## config.mk

```make
export PLATFORM = sky130hd
export DESIGN_NAME = clk_period_meter
export DESIGN_NICKNAME = d
export VERILOG_FILES = /design/src/rtl/clk_period_meter.sv
export SDC_FILE = /design/constraint.sdc
export NUM_CORES = 1
export LEC_CHECK = 0
export ABC_AREA = 1
export CORE_ASPECT_RATIO = 0.9
export CORE_MARGIN = 10
export CORE_UTILIZATION = 65
export DETAILED_ROUTE_END_ITERATION = 16
export DONT_BUFFER_PORTS = 1
export GPL_TIMING_DRIVEN = 0
export PLACE_DENSITY = 0.79
export SLEW_MARGIN = 20
export SYNTH_ARGS = -nofsm -noshare
export SYNTH_HDL_FRONTEND = slang
export SYNTH_SLANG_ARGS = --single-unit
```

## constraint.sdc

```tcl
create_clock -name clk -period 5.6 [get_ports clk]
set_input_delay 0.84 -clock clk [delete_from_list [all_inputs] [get_ports clk]]
set_output_delay 0.84 -clock clk [all_outputs]
set_load 0.1 [all_outputs]
```

## src/rtl/clk_period_meter.sv

```systemverilog
`default_nettype none
// ============================================================================
// Module   : clk_period_meter
// Purpose  : Synchronises a slow square wave into the clk domain and measures
//            every half-period in clk cycles. Each measurement is offered on a
//            valid/ready interface together with the level of the phase that
//            just ended and a tolerance flag against the nominal half-period.
//            A stalled input and dropped measurements are also flagged.
// Ports    : clk         system clock
//            reset       synchronous, active-high
//            sig_in      asynchronous slow square wave to measure
//            meas_ready  consumer accepts the current result
//            clr_flags   clears the sticky overrun flag
//            meas_valid  result fields hold an unconsumed measurement
//            meas_cnt    half-period length in clk cycles
//            meas_level  level of the measured half (1 = high, 0 = low)
//            meas_in_tol |meas_cnt - EXPECTED_HALF| <= TOL
//            stalled     no edge seen for TIMEOUT cycles (level)
//            overrun     sticky: a measurement was dropped
// Revision : 1.0 - initial release
// ============================================================================
module clk_period_meter #(
  parameter int CNT_W         = 32,
  parameter int EXPECTED_HALF = 25000000,
  parameter int TOL           = 1000,
  parameter int TIMEOUT       = 50000000
) (
  input  logic             clk,
  input  logic             reset,
  input  logic             sig_in,
  input  logic             meas_ready,
  input  logic             clr_flags,
  output logic             meas_valid,
  output logic [CNT_W-1:0] meas_cnt,
  output logic             meas_level,
  output logic             meas_in_tol,
  output logic             stalled,
  output logic             overrun
);

  localparam logic [CNT_W-1:0] c_expected = CNT_W'(EXPECTED_HALF);
  localparam logic [CNT_W-1:0] c_tol      = CNT_W'(TOL);
  localparam logic [CNT_W-1:0] c_timeout  = CNT_W'(TIMEOUT);
  localparam logic [CNT_W-1:0] c_cnt_max  = {CNT_W{1'b1}};

  typedef enum logic [0:0] {
    ST_WAIT_EDGE = 1'b0,
    ST_MEASURE   = 1'b1
  } state_t;

  state_t           r_state;
  logic             r_s1;
  logic             r_s2;
  logic             r_s3;
  logic [CNT_W-1:0] r_cnt;

  logic             w_edge;
  logic [CNT_W-1:0] w_diff;
  logic             w_in_tol;
  logic             w_xfer;

  // r_s1/r_s2 form the synchroniser; r_s3 only remembers the previous
  // synchronised level so any change of r_s2 is one edge.
  assign w_edge = r_s2 ^ r_s3;

  // Unsigned absolute difference: subtract the smaller from the larger so
  // the result can never wrap.
  assign w_diff   = (r_cnt >= c_expected) ? (r_cnt - c_expected)
                                          : (c_expected - r_cnt);
  assign w_in_tol = (w_diff <= c_tol);

  assign w_xfer = meas_valid & meas_ready;

  always_ff @(posedge clk) begin
    if (reset) begin
      r_state     <= ST_WAIT_EDGE;
      r_s1        <= 1'b0;
      r_s2        <= 1'b0;
      r_s3        <= 1'b0;
      r_cnt       <= '0;
      meas_valid  <= 1'b0;
      meas_cnt    <= '0;
      meas_level  <= 1'b0;
      meas_in_tol <= 1'b0;
      stalled     <= 1'b0;
      overrun     <= 1'b0;
    end else begin
      r_s1 <= sig_in;
      r_s2 <= r_s1;
      r_s3 <= r_s2;

      // Clear first so that a drop later in this block overrides it.
      if (clr_flags) begin
        overrun <= 1'b0;
      end

      // A consumed result empties the output; a capture below may refill it
      // in the same cycle.
      if (w_xfer) begin
        meas_valid <= 1'b0;
      end

      case (r_state)
        ST_WAIT_EDGE: begin
          r_cnt <= '0;
          if (w_edge) begin
            // Starting edge only: no complete half-period yet.
            r_cnt   <= {{(CNT_W-1){1'b0}}, 1'b1};
            stalled <= 1'b0;
            r_state <= ST_MEASURE;
          end
        end

        ST_MEASURE: begin
          if (w_edge) begin
            r_cnt   <= {{(CNT_W-1){1'b0}}, 1'b1};
            stalled <= 1'b0;
            if (!meas_valid || meas_ready) begin
              meas_valid  <= 1'b1;
              meas_cnt    <= r_cnt;
              meas_level  <= ~r_s2;
              meas_in_tol <= w_in_tol;
            end else begin
              // Unconsumed result is kept; the new one is lost.
              overrun <= 1'b1;
            end
          end else if (r_cnt == c_timeout) begin
            stalled <= 1'b1;
            r_cnt   <= '0;
            r_state <= ST_WAIT_EDGE;
          end else if (r_cnt != c_cnt_max) begin
            r_cnt <= r_cnt + 1'b1;
          end
        end

        default: begin
          r_state <= ST_WAIT_EDGE;
        end
      endcase
    end
  end

endmodule
`default_nettype wire

```

==> flow_metrics.py <==
metrics = {
    "status": {
        "status": "finished clean",
    },
    "final_layout": {
        "ff_latch_area_sq_um": 1460,
        "syn2layout_area_growth_pct": 5.90,
        "multi_input_area_sq_um": 3320,
        "fin_nets": 928,
        "reg_top3": "meas_cnt x32, r_cnt x32",
        "drive_above_1_share_pct": 7.72,
        "n_antenna_cell": 0,
        "nFillCells": 716,
    },
    "drt": {
        "drt-pass1-iter-count": 6,
        "drt_iter0_drc": 1010,
        "avgRoutedWirePerCell_microns": 18.7,
        "via_per_inst": 6.35,
        "via_count": 6473,
        "drc": 0,
        "wl_mm": 19.1,
        "antenna_left": 0,
    },
    "floorplan": {
        "die_x_microns": 116,
        "ios": 42,
        "rows": 31,
        "core_region_area_sq_um": 8030,
        "initial_core_util_pct": 66.5,
        "dieArea_sq_um": 12200,
        "die_h_microns": 106,
    },
    "power_and_ir_drop": {
        "ir_worst_vdd_uv": 257,
        "powerDensity_nw_per_um2": 183,
        "p_leak_uw": 0.00246,
    },
    "min_path": {
        "holdPathStages": 2,
        "whs_endpoint": "r_s2",
        "min-delay-start": "r_s1",
        "hold_path.class": "reg -> reg",
    },
    "yosys": {
        "synth_cell_types": 38,
        "yosysTopAreaCell": "dfxtp_1",
        "synth_top_area_share_pct": 27.4,
        "synth_most_common_cell": "nand2_1",
        "postSynth.asyncResetShare_pct": 0,
        "synth_enable_flop_cells": 0,
        "ys_ff_latch": 73,
        "yosysSeqAreaShare_pct": 27.4,
        "syn-cell-area_sq_um": 5340,
        "synth.avg_cell_area_sq_um": 5.90,
        "synth_fa_ha_area_share_pct": 1.64,
        "synth_compound_area_share_pct": 13.5,
        "synth_xor_area_share_pct": 2.46,
        "yosys.area_share.simple_pct": 44.4,
        "synth_common_cells": "nand2_1 (244), nor2_1 (119), inv_1 (102)",
        "syn-num-nets": 917,
        "synth_top_cells_by_area": "dfxtp_1 (27%), nand2_1 (17%), nor2_1 (8.4%)",
        "yosysWarnings": 0,
        "synth_top_family_by_area": "simple AND/OR/NAND/NOR gates",
        "muxShareOfSynthArea_pct": 0,
        "synthCells": 905,
        "ys.flop_type": "dfxtp_1",
    },
    "sta": {
        "fin_crit_sh_pct": 56.6,
        "period_needed_ns": 3.17,
        "final.setup.tns_ns": 0,
        "slew_headroom_pct": 32.9,
        "worstMarginPinSlew_ns": 1.01,
        "drv_slew": 0,
        "hold_viol": 0,
        "fmax_mhz": 316,
        "whs_ns": 0.411,
        "finalSetupViolations": 0,
        "finClkSkew_ns": 0.0101,
        "rsz0062_at_grt": "no",
        "final.setup.worst_slack_ns": 2.43,
    },
    "placement": {
        "gp_congestion": 1.06,
        "hpwl_mm": 15.0,
        "port_buffers": 0,
        "place_ws_ns": 2.62,
    },
    "setup_path": {
        "slowest_delay_ns": 0.34,
        "crit_type": "reg -> reg",
        "path_cells": "clkbuf_2 -> inv_1 -> ha_1 -> nand3_2 -> nand2_1 -> nand2_1 -> nand2_2 -> nand2_1 -> nor2_4 -> nand3_1 -> nand2_1 -> nand2_1 -> nor2_1 -> nand2_1 -> nor2_1 -> nand2_1 -> a21oi_1",
        "rr_worst_depth": 17,
        "arrival_ns": 3.45,
        "cp-start-kind": "flip-flop",
        "required_ns": 5.88,
        "cpMaxStageDelayCell": "dfxtp_1",
        "setup.worst_path.end_class": "flip-flop",
        "reg2reg_setup_slack_ns": 2.43,
        "crit_fanout": 9,
        "timing.rr.end": "meas_in_tol",
        "cpMostUsedCell": "nand2_1",
        "crit_start": "r_cnt[6]",
        "reg2reg_from": "r_cnt[6]",
    },
    "global_route": {
        "grt_pass1_wl_mm": 29.8,
        "grt_max_degree": 14,
        "first_global_vias": 5893,
        "grt_usage_pct": 30.6,
        "overflow": 0,
        "antenna_found_initial": 0,
    },
    "cts": {
        "clk_pin_slew_ns": 0.08,
        "hold_buffers": 0,
        "cts_root_buf": "clkbuf_8",
        "post_cts_buffers": 0,
        "cts_tree": "yes",
        "clockBufferDepth": 2,
        "clkLatencyLatePin_ns": 0.35,
        "cts-resized-gates": 0,
        "clock_sinks": 73,
        "cts_buffers": 9,
        "cts_max_level": 3,
    },
    "flow_run": {
        "maxCapViolations": 0,
    },
}
layout make-up:
type	instances	share of cell area, %
clock inverter	6	1.19
tap	99	2.19
clock buffer	9	2.19
inverter	109	7.23
buffer	30	2.74
sequential	73	25.8
multi-input combinational	693	58.6
per-stage QoR:
| stage | util [%] | std cells | power, uW | area (sq um) |
|---|---|---|---|---|
| final | 70.5 | 1019 | 1030 | 5660 |
| after global routing | 70.5 | 1019 | 1050 | 5660 |
| after CTS | 70.5 | 1019 | 1030 | 5660 |
| after detailed placement | 68.1 | 1004 | 634 | 5470 |
| after global placement | 68.1 | 1004 | 632 | 5470 |
| after floorplan | - | 905 | 621 | 5340 |
kinds of logic (layout without fill, tap and decap cells):
| kind of cell | after synthesis | in the layout |
|---|---|---|
| buffers and inverters | 139 | 154 |
| DFF | 73 | 73 |
| xor gates and xnor gates | 15 | 15 |
| and+or+nand+nor | 532 | 532 |
| adders and majority gates | 7 | 7 |
| AOI/OAI and AO/OA | 139 | 139 |
metal layers:
metal  GRT usage (%)  routed length, microns  vias to the layer above  part of all wire, %
li1                -                       -                     2969                    -
met1            39.1                    7300                     2887                   38
met2            45.8                    8080                      507                   42
met3            8.26                    2670                      110                   14
met4            16.9                    1030                        0                  5.4
met5               0                       0                        -                    0
layout by cell type, fill, tap and decap left out, types with 2 or more instances in the layout:
master / Yosys / final
a31oi_1: 8 / 8
clkinv_1: 2 / 2
dfxtp_1: 73 / 73
clkinvlp_4: 0 / 2
nor3_2: 4 / 4
xor2_1: 14 / 14
nor3_1: 20 / 20
nand3b_1: 6 / 6
buf_2: 12 / 12
o21ai_0: 61 / 61
inv_2: 5 / 5
buf_4: 3 / 3
nor4_1: 8 / 8
nor2_1: 119 / 119
clkbuf_1: 11 / 11
clkbuf_8: 0 / 9
ha_1: 7 / 7
nor2_4: 6 / 6
nand4_1: 22 / 22
a21oi_1: 63 / 63
buf_6: 2 / 2
nand2_1: 244 / 244
inv_6: 0 / 2
a211oi_1: 3 / 3
nand3_1: 79 / 79
nand3_2: 4 / 4
nor2_2: 7 / 7
nand2_2: 8 / 8
inv_1: 102 / 102
worst max-delay path, delay by kind of cell (launching register included):
kind	cells	cell delay, ns
simple gates	13	1.81
buf+inv	2	0.47
flops	1	0.34
fa+ha+maj	1	0.29
compound gates	1	0.15
power breakdown:
part           total, uW  switching [uW]  leakage [uW]  internal (uW)
Clock                409             204     0.0000921            205
Sequential           582            55.1      0.000590            527
Combinational       41.6            30.1       0.00178           11.5
Total               1030             289       0.00246            744
worst max-delay path by stage:
| stage | end | slack [ns] |
|---|---|---|
| CTS | meas_in_tol | 2.58 |
| global route | meas_in_tol | 2.31 |
| global placement | meas_in_tol | 2.62 |
| floorplan | meas_in_tol | 3.46 |
| detailed placement | meas_in_tol | 2.62 |
| finish | meas_in_tol | 2.43 |
(Power assumes the default switching activity.)
